`src/rtl/async_lib_pkg.sv`:
```
// async_lib_pkg: shared types and constants for the async-boundary blocks.
package async_lib_pkg;
  typedef enum logic {IDLE = 1'b0, ACK_HI = 1'b1} bd_rx_state_t;
  localparam int BD_SYNC_MIN = 2;
  localparam int BD_SYNC_MAX = 4;
  function automatic int clamp_stages(input int n);
    return n < BD_SYNC_MIN ? BD_SYNC_MIN : n > BD_SYNC_MAX ? BD_SYNC_MAX : n;
  endfunction
endpackage

```
`src/rtl/sync_ff.sv`:
```
// sync_ff: STAGES-deep 1-bit synchroniser with asynchronous active-low reset.
module sync_ff #(
  parameter int STAGES = 2
) (
  input  logic clk,
  input  logic rst_n,
  input  logic d,
  output logic q
);
  logic [STAGES-1:0] ff;
  always_ff @(posedge clk or negedge rst_n)
    if (!rst_n) ff <= '0;
    else ff <= {ff[STAGES-2:0], d};
  assign q = ff[STAGES-1];
endmodule

```
`src/rtl/bd_rx_sync.sv`:
```
// bd_rx_sync: 4-phase bundled-data receiver into a 1-entry valid/ready register.
// Optional sticky protocol-error output `err` when BD_RX_ERR_EN is defined.
module bd_rx_sync
  import async_lib_pkg::*;
#(
  parameter int WIDTH       = 8,
  parameter int SYNC_STAGES = 2
) (
  input  logic             clk,
  input  logic             rst_n,
  input  logic             req_in,
  input  logic [WIDTH-1:0] data_in,
  output logic             ack_out,
  output logic             out_valid,
  output logic [WIDTH-1:0] out_data,
  input  logic             out_ready
`ifdef BD_RX_ERR_EN
  ,
  output logic             err
`endif
);
  localparam int N = clamp_stages(SYNC_STAGES);
  bd_rx_state_t state, state_nx;
  logic req_s, slot_free, capture, out_valid_nx;
  logic [WIDTH-1:0] out_data_nx;
  sync_ff #(.STAGES(N)) u_req_sync (
    .clk  (clk),
    .rst_n(rst_n),
    .d    (req_in),
    .q    (req_s)
  );
  assign slot_free = !out_valid || out_ready;
  // data_in is only sampled here, after req_s has lagged req_in by N flops
  always_comb begin
    capture      = (state == IDLE) && req_s && slot_free;
    state_nx     = state == IDLE ? (capture ? ACK_HI : IDLE) : (req_s ? ACK_HI : IDLE);
    out_valid_nx = capture ? 1'b1 : (out_valid && out_ready) ? 1'b0 : out_valid;
    out_data_nx  = capture ? data_in : out_data;
  end
  always_ff @(posedge clk or negedge rst_n)
    if (!rst_n) begin
      state     <= IDLE;
      ack_out   <= 1'b0;
      out_valid <= 1'b0;
      out_data  <= '0;
    end else begin
      state     <= state_nx;
      ack_out   <= state_nx == ACK_HI;
      out_valid <= out_valid_nx;
      out_data  <= out_data_nx;
    end
`ifdef BD_RX_ERR_EN
  logic seen, seen_nx, err_nx;
  // seen: request observed in IDLE that has not been captured yet
  always_comb begin
    seen_nx = (state == IDLE) && req_s && !capture;
    err_nx  = err || ((state == IDLE) && seen && !req_s && out_valid);
  end
  always_ff @(posedge clk or negedge rst_n)
    if (!rst_n) begin
      seen <= 1'b0;
      err  <= 1'b0;
    end else begin
      seen <= seen_nx;
      err  <= err_nx;
    end
`endif
endmodule

```
`config.mk`:
```
export PLATFORM = sky130hd
export DESIGN_NAME = bd_rx_sync
export DESIGN_NICKNAME = d
export VERILOG_FILES = /design/src/rtl/async_lib_pkg.sv /design/src/rtl/sync_ff.sv /design/src/rtl/bd_rx_sync.sv
export SDC_FILE = /design/constraint.sdc
export NUM_CORES = 1
export LEC_CHECK = 0
export BUFFER_PORTS_ARGS = -buffer_cell sky130_fd_sc_hd__buf_2
export CAP_MARGIN = 20
export CELL_PAD_IN_SITES_DETAIL_PLACEMENT = 1
export CELL_PAD_IN_SITES_GLOBAL_PLACEMENT = 2
export CORE_UTILIZATION = 23
export DETAILED_ROUTE_END_ITERATION = 6
export PLACE_DENSITY_LB_ADDON = 0.05
export SLEW_MARGIN = 20
export SYNTH_ARGS = -nofsm -noshare
export SYNTH_HDL_FRONTEND = slang
export SYNTH_SLANG_ARGS = --single-unit
```
`constraint.sdc`:
```
create_clock -name clk -period 1.37 [get_ports clk]
set_clock_uncertainty 0.2 [all_clocks]
set_input_delay 0.137 -clock clk [delete_from_list [all_inputs] [get_ports clk]]
set_output_delay 0.137 -clock clk [all_outputs]
set_load 0.05 [all_outputs]
```
==> impl_metrics.json <==
{
  "track_usage_pct": 11.8,
  "maxSlewViolCount": 0,
  "crit_path_end_kind": "flip-flop",
  "p_per_area_nw_per_um2": 1390,
  "setup-violations-final": 8,
  "path_buf_inv": 1,
  "crit_chain": "nand2b_4 > nor3b_4 > buf_6 > mux2_4",
  "diodes": 0,
  "synth.avg_cell_area_um2": 16.7,
  "peakVddDrop_v": 0.000662,
  "dp_hpwl_um": 730,
  "max_stage_delay_ns": 0.42,
  "arrival_ns": 1.46,
  "period_minus_slack_ns": 1.51,
  "fin_crit_sh_pct": 111,
  "hold_class": "primary input to async pin",
  "htree_levels": 1,
  "num_rows": 15,
  "crit_fanout": 5,
  "grt_pass1_wl_um": 1650,
  "gp_congestion": 0.604,
  "final-instance-count-excl-fill": 91,
  "synth_cells": 26,
  "syn_area_um2": 434,
  "synth-adder-area-share_pct": 0,
  "fmax_mhz": 661,
  "cap_violations": 0,
  "die_area_um2": 2070,
  "final_antenna_net_count": 0,
  "synthToLayoutAreaGrowth_pct": 81.0,
  "critical_path_depth": 4,
  "tightest_slew_ns": 0.266,
  "grt_antenna_before_repair": 0,
  "finalWorstSetupSlack_ns": -0.144,
  "rsz0062_at_grt": "yes",
  "cts_sinks": 12,
  "start_util_pct": 24.9,
  "synth_compound_area_share_pct": 1.15,
  "startpoint": "out_valid",
  "slew_headroom_pct": 82.3,
  "viasPerCell": 3.91,
  "via_count": 356,
  "synth_xor_area_share_pct": 0,
  "final_cell_mix": "buf_2, dlygate4sd3_1, dfrtp_1",
  "synth-seq-cells": 12,
  "yosysWarnings": 0,
  "root_buffer": "clkbuf_4",
  "coreArea_um2": 1750,
  "drive_above_1_share_pct": 62.1,
  "drc_errors": 0,
  "n_fill_cell": 199,
  "die_w_um": 45.4,
  "die_h_um": 45.4,
  "leakage_uw": 0.000390,
  "syn_nets": 38,
  "r2r_start": "out_valid",
  "path_class": "flip-flop to flip-flop",
  "clk_pin_slew_worst_paths_ns": 0.07,
  "cpMaxStageDelayCell": "dfrtp_2",
  "fin_nets": 79,
  "routed_wirelength_um": 1050,
  "synth_top_family_by_area": "multiplexers",
  "clk_latency_ns": 0.26,
  "violations": "negative setup slack",
  "grt_max_degree": 13,
  "grt-ovfl-total": 0,
  "final_util_pct": 45.0,
  "synthMuxAreaShare_pct": 20.7,
  "rr_worst_depth": 4,
  "dp_cells": 75,
  "drtIter0Drc": 0,
  "final_common_cell": "buf_2",
  "yosysSeqAreaShare_pct": 69.2,
  "drt_pass1_iterations": 1,
  "hold_viol": 0,
  "ios": 22,
  "netlist-cell-type-count": 7,
  "start_kind": "flip-flop",
  "grt_pass1_vias": 394,
  "numPortBuffers": 21,
  "critPathRequiredTime_ns": 1.32,
  "post-place-ws_ns": -0.165,
  "cts_made_buffers": 3,
  "synthSimpleGateAreaFrac_pct": 8.07,
  "post_drt_wl_per_cell_um": 11.6,
  "total_power_uw": 1090,
  "crit_family": "flip-flops",
  "clockBufferDepth": 2,
  "status": "complete, but fails checks",
  "cts_tree": "done"
}
[cell families after synthesis]
logic type / count (synthesis)
buf+inv: 1
mux: 8
compound gates: 1
simple gates: 4
flops: 12
[timing repair]
action,4_1_cts,5_1_grt
endpoints found under the hold margin,21,0
buffers inserted,1,1
resized for setup,12,0
hold buffers,10,0
setup endpoints to repair,9,8
[cell usage after synthesis]
library cell | n | area share (%)
nor2_1 | 2 | 1.7
inv_1 | 1 | 0.86
nand2b_2 | 1 | 2.0
nor3b_4 | 1 | 4.3
mux2_2 | 8 | 21
dfrtp_1 | 12 | 69
o21ai_0 | 1 | 1.2
[report_power, final]
group | internal [µW] | leakage [µW] | switching, µW
logic | 161 | 0.000236 | 265
clock network | 113 | 0.0000150 | 110
registers | 412 | 0.000138 | 30.6
[state kept, by name, indices dropped and copies added, names as in the netlist]
name / flops
state: 1
out_valid: 1
u_req_sync.ff: 2
out_data: 8
[worst reg2reg max path: cells and delay by family, from the launching register on]
family                 cells  cell delay (ns)
muxes                      1             0.30
and+or+nand+nor            2             0.30
DFF                        1             0.42
buffers and inverters      1             0.17
[metrics by stage]
stage | TNS [ns] | area [µm²] | hold slack, ns
after floorplan | -2.17 | 442 | -0.359
after global placement | -0.681 | 601 | -0.182
after global routing | -1.40 | 786 | 0.102
final | -1.04 | 786 | 0.0904
after detailed placement | -1.16 | 601 | -0.175
after CTS | -1.15 | 778 | 0.0400
[path summary, 6_finish.rpt]
path	endpoint	slack (ns)
worst max-delay path	out_data[4]	-0.14
worst min-delay path	out_valid	0.09
worst max register to register	out_data[4]	-0.14
worst min register to register	u_req_sync.ff[1]	0.15
max in group asynchronous	state	0.65
min in group clk	u_req_sync.ff[1]	0.15
[metal layers]
layer | share of wire (%) | GRT usage, %
met4 | 0 | 5.45
met5 | 0 | 0
met3 | 6.6 | 2.78
met1 | 40 | 12.1
met2 | 53 | 22.0
[area by class of cell]
type                       count  area (µm²)  share of cell area (%)
clock buffer                   4        26.3                    3.34
inverter                       1        3.75                   0.478
multi-input combinational     13         165                    21.0
sequential                    12         303                    38.5
tap                           25        31.3                    3.98
timing repair buffer          36         256                    32.6
Note: power is estimated with default switching activity, not from simulation.
